<file path="config.mk">
export PLATFORM = sky130hd
export DESIGN_NAME = param_seq_counter
export DESIGN_NICKNAME = d
export VERILOG_FILES = /design/src/rtl/seq_counter_pkg.sv /design/src/rtl/gray_to_bin.sv /design/src/rtl/param_seq_counter.sv
export SDC_FILE = /design/constraint.sdc
export NUM_CORES = 1
export LEC_CHECK = 0
export CAP_MARGIN = 0
export CORE_AREA = 2 2 39 41
export CTS_CLUSTER_SIZE = 20
export DETAILED_ROUTE_END_ITERATION = 12
export DIE_AREA = 0 0 41 43
export SYNTH_ARGS = -nofsm -noshare
export SYNTH_HDL_FRONTEND = slang
export SYNTH_HIERARCHICAL = 1
export SYNTH_SLANG_ARGS = --single-unit
export TNS_END_PERCENT = 5
</file>
<file path="constraint.sdc">
create_clock -name clk -period 2.15 [get_ports clk]
set_input_delay 0.43 -clock clk [delete_from_list [all_inputs] [get_ports clk]]
set_output_delay 0.43 -clock clk [all_outputs]
set_load 0.05 [all_outputs]
</file>
<file path="src/rtl/seq_counter_pkg.sv">
// Shared constants for the parametrised sequence counter: mode encodings
// and a small Gray-code helper used by the next-state logic.
package seq_counter_pkg;

  localparam logic [1:0] MODE_UP      = 2'b00;
  localparam logic [1:0] MODE_DOWN    = 2'b01;
  localparam logic [1:0] MODE_GRAY    = 2'b10;
  localparam logic [1:0] MODE_JOHNSON = 2'b11;

  // Reflected binary-to-Gray for a 32-bit container; callers truncate.
  function automatic logic [31:0] bin_to_gray32(input logic [31:0] b);
    return b ^ (b >> 1);
  endfunction

endpackage

</file>
<file path="src/rtl/gray_to_bin.sv">
// Combinational reflected-Gray to binary converter, parametrised by WIDTH.
module gray_to_bin #(
  parameter int WIDTH = 3
) (
  input  logic [WIDTH-1:0] gray,
  output logic [WIDTH-1:0] bin
);

  // Each binary bit is the XOR of all Gray bits at or above its position.
  always_comb begin
    bin = '0;
    bin[WIDTH-1] = gray[WIDTH-1];
    for (int i = WIDTH - 2; i >= 0; i--) begin
      bin[i] = bin[i+1] ^ gray[i];
    end
  end

endmodule

</file>
<file path="src/rtl/param_seq_counter.sv">
// Parametrised sequence counter: binary up/down (period MODULUS), Gray up
// and Johnson sequences from a single state register, with parallel load,
// a combinational terminal-count flag and a registered wrap pulse.
module param_seq_counter
  import seq_counter_pkg::*;
#(
  parameter int WIDTH   = 3,
  parameter int MODULUS = 2 ** WIDTH
) (
  input  logic             clk,
  input  logic             rst,
  input  logic             en,
  input  logic [1:0]       mode,
  input  logic             load,
  input  logic [WIDTH-1:0] load_val,
  output logic [WIDTH-1:0] Q,
  output logic             tc,
  output logic             wrap
);

  // Binary range checks are done one bit wider so MODULUS == 2**WIDTH fits.
  localparam logic [WIDTH:0]   MOD_W    = (WIDTH + 1)'(MODULUS);
  localparam logic [WIDTH:0]   LAST_W   = (WIDTH + 1)'(MODULUS - 1);
  localparam logic [WIDTH-1:0] LAST_Q   = WIDTH'(MODULUS - 1);
  localparam logic [WIDTH-1:0] ONE      = WIDTH'(1);
  localparam logic [WIDTH-1:0] MSB_ONLY = {1'b1, {(WIDTH - 1){1'b0}}};

  logic [WIDTH-1:0] q_bin;
  logic [WIDTH-1:0] q_bin_inc;
  logic [WIDTH-1:0] next_q;
  logic [31:0]      gray_next32;

  gray_to_bin #(.WIDTH(WIDTH)) u_gray_to_bin (
    .gray (Q),
    .bin  (q_bin)
  );

  assign q_bin_inc   = q_bin + ONE;
  assign gray_next32 = bin_to_gray32(32'(q_bin_inc));

  // Mode-selected next state, always computed from the current Q so a mode
  // change simply redirects the very next step.
  always_comb begin
    next_q = Q;
    case (mode)
      MODE_UP: begin
        if ({1'b0, Q} >= LAST_W) next_q = '0;
        else                     next_q = Q + ONE;
      end
      MODE_DOWN: begin
        if (Q == '0 || {1'b0, Q} >= MOD_W) next_q = LAST_Q;
        else                               next_q = Q - ONE;
      end
      MODE_GRAY: begin
        next_q = gray_next32[WIDTH-1:0];
      end
      default: begin
        // Illegal Johnson states are shifted as-is; no self-correction.
        next_q = {Q[WIDTH-2:0], ~Q[WIDTH-1]};
      end
    endcase
  end

  // Terminal count: Q sits on the last state of the selected sequence.
  always_comb begin
    tc = 1'b0;
    case (mode)
      MODE_UP:   tc = (Q == LAST_Q);
      MODE_DOWN: tc = (Q == '0);
      default:   tc = (Q == MSB_ONLY);
    endcase
  end

  // State register; load beats count, and wrap marks a step taken from tc.
  always_ff @(posedge clk or posedge rst) begin
    if (rst) begin
      Q    <= '0;
      wrap <= 1'b0;
    end else if (load) begin
      Q    <= load_val;
      wrap <= 1'b0;
    end else if (en) begin
      Q    <= next_q;
      wrap <= tc;
    end else begin
      wrap <= 1'b0;
    end
  end

endmodule

</file>
==> run summary <==
Syn Inst Count - 52
Yosys Warn Count - 6
Core area - 1384 um2
Crit path kind - flop to output pin
Worst reg2reg startpoint - Q[1]$_DFFE_PP0P_
Final Cell Area - 646.9 um2
Synth unique cells - 27
Top area cells in the synthesized netlist - dfrtp_1 (23%), ha_1 (14%), nor2b_1 (7.1%)
Clock latency on the worst-skew pair - 0.23 ns
R2R Path End - Q[1]$_DFFE_PP0P_
Slew Limit Headroom - 67.26%
Setup violators final - 0
Status - finished, final reports clean
Vias - 449
RSZ-0062 raised after global routing - yes
GRT Total Usage - 14.74%
Final net count - 86
CTS Hold Buffers Added - 0
Buffers on Ports - 13
Overflow after GRT - 0
Worst vdd ir - 0.2047 mV
Row cnt - 14
GP Congestion - 0.7731
CP required - 1.72 ns
Commonest cells post-synth - ha_1 (5), nor2b_1 (5), dfrtp_1 (4), inv_1 (4), nor3_1 (4)
Worst Reg-to-Reg Cells - 6
Hold Fails Final Rpt - 0
Post-synth EDFFs - 0
Critical Path Sink - tc
Post-synth ARST share - 100.0%
Syn_area_per_cell - 8.518 um2
Die width - 41 um
Min cycle time layout - 2.033 ns
Post-DP HPWL - 891.7 um
Ys flop type - dfrtp_1
Crit. End Element - output pin
Final WL - 1.043 mm
Critical Path Fanout Max - 6
Tcrit/Tclk final - 94.57%
Clock transition at the registers of the reported paths - 0.04 ns
Clock skew - 0.002553 ns
Initial antenna violation count - 0
Vias in the first global route - 450
DR pass1 iterations - 4
Initial drt markers - 5
Syn nets - 66
Die Ht - 43 um
Final slew viol count - 0
Drt drc - 0
Post-route ant nets - 0
Power per cell area - 741.5 nW/um2
Area grow syn2layout - 46.05%
DR vias/cell - 5.221
CTS tree - yes
WP data arrival - 1.60 ns
Register area share after synthesis - 22.60%
Area leader, netlist - dfrtp_1
Max_cap viols - 0
Hold Worst Slack - 0.3846 ns
Syn Std Cell Area - 442.9 um2
Synth Register Bits - 4
Initial Util - 32.01%
CTS Buf Count - 3
Pin count of the biggest net entering global routing - 11
Critical Path Source - Q[1]$_DFFE_PP0P_
FMAX - 0.4918 GHz
Setup TNS Final - 0 ns
Worst-margin pin slew - 0.4895 ns
Clk buf depth - 2
Die area - 1763 um2
Root Buffer - clkbuf_4
Layout cells sized above 1 - 17.14%
Worst Setup Start Kind - flop
Reg2reg setup slack - 0.14 ns
Leak - 0.2756 nW
Sinks on Clock Net - 4
Global-route wire length before repair - 1.842 mm
Post-synth top area share - 22.60%
Ports - 14
Routed WL per cell - 12.13 um
# diodes - 0
Placed inst area - 621.8 um2
Hold Path Class - input port to async pin
H-tree depth - 1
## state kept, by name (all words and copies together) (netlist names)
register,cells
Q,3
wrap,1
## layout make-up
| class | instances | area (um2) |
|---|---|---|
| Fill cell | 137 | 737.0 |
| Inverter | 5 | 18.77 |
| Timing Repair Buffer | 17 | 167.7 |
| Sequential cell | 4 | 100.1 |
| Tap cell | 16 | 20.02 |
| Multi-Input combinational cell | 41 | 317.8 |
| Clock buffer | 3 | 22.52 |
## worst max-delay path, stage by stage, from the launching register on
cell	delay [ns]
dfrtp_1	0.38
buf_4	0.16
inv_1	0.10
ha_2	0.22
inv_1	0.04
a2bb2oi_1	0.14
o21ai_2	0.17
buf_12	0.16
## placed cells by master (no fill, tap or decap)
cell             netlist  layout
clkdlybuf4s50_1        0      11
nor2b_1                5       5
buf_4                  1       5
dfrtp_1                4       4
nor3_1                 4       4
inv_1                  4       4
ha_1                   5       4
a31oi_1                3       3
a21oi_1                3       3
clkbuf_4               0       3
nand2b_1               2       2
xnor2_1                2       2
o32ai_1                2       2
inv_2                  1       1
a211oi_1               1       1
nand2_1                1       1
o21ai_0                1       1
a311oi_1               1       1
nor2_1                 1       1
o22ai_1                1       1
o31ai_1                1       1
a2bb2oi_1              1       1
nand3_1                1       1
o21ai_2                0       1
a31o_1                 1       1
or3b_1                 1       1
o21ai_1                2       1
ha_2                   0       1
buf_12                 0       1
xor2_1                 1       1
xor3_1                 1       1
## stage by stage
| stage | std cells | power [mW] | util, % | worst slack [ns] |
|---|---|---|---|---|
| after detailed placement | 83 | 0.3917 | 44.94 | 0.1372 |
| after CTS | 86 | 0.4857 | 46.56 | 0.06440 |
| final | 86 | 0.4796 | 46.75 | 0.1168 |
| after global routing | 86 | 0.5255 | 46.75 | -0.01652 |
| after global placement | 83 | 0.3904 | 44.94 | 0.1507 |
| after floorplan | 52 | 0.3003 | - | -0.1564 |
## routing by layer
layer / up-vias / track usage [%] / part of all wire [%]
li1: 229 / - / -
met1: 204 / 16.99 / 42
met2: 14 / 24.69 / 52
met3: 2 / 3.665 / 5.1
met4: 0 / 5.333 / 1.4
met5: - / 0 / 0
## worst min-delay path by stage
stage / start / end / slack (ns) / depth (start not counted)
3_5_place_dp: rst / Q[1]$_DFFE_PP0P_ / 0.63 / 2
4_1_cts: rst / wrap$_DFF_PP0_ / 0.39 / 2
6_report: rst / wrap$_DFF_PP0_ / 0.38 / 2
2_1_floorplan: rst / Q[0]$_DFFE_PP0P_ / 0.20 / 1
3_3_place_gp: rst / Q[1]$_DFFE_PP0P_ / 0.62 / 2
5_1_grt: rst / Q[1]$_DFFE_PP0P_ / 0.41 / 2
## report_power, final
group | internal, mW | switching (mW)
combinational | 0.141 | 0.157
clock | 0.0622 | 0.0272
sequential | 0.0847 | 0.00674
total | 0.288 | 0.191
## what timing repair did
action                                  in CTS  in global routing
endpoints found under the setup margin       0                  2
hold endpoints to repair                     0                  0
resized for setup                            0                  1
setup buffers                                0                  0
## kinds of logic (layout without fill, tap and decap cells)
kind of cell / count (synthesis) / after routing / share of synthesized area, %
and+or+nand+nor: 15 / 15 / 19.21
AOI/OAI and AO/OA: 17 / 17 / 25.71
adders and majority gates: 5 / 5 / 14.12
buffers and inverters: 7 / 25 / 7.060
xor gates and xnor gates: 4 / 4 / 11.30
DFF: 4 / 4 / 22.60
(Power assumes the default switching activity.)
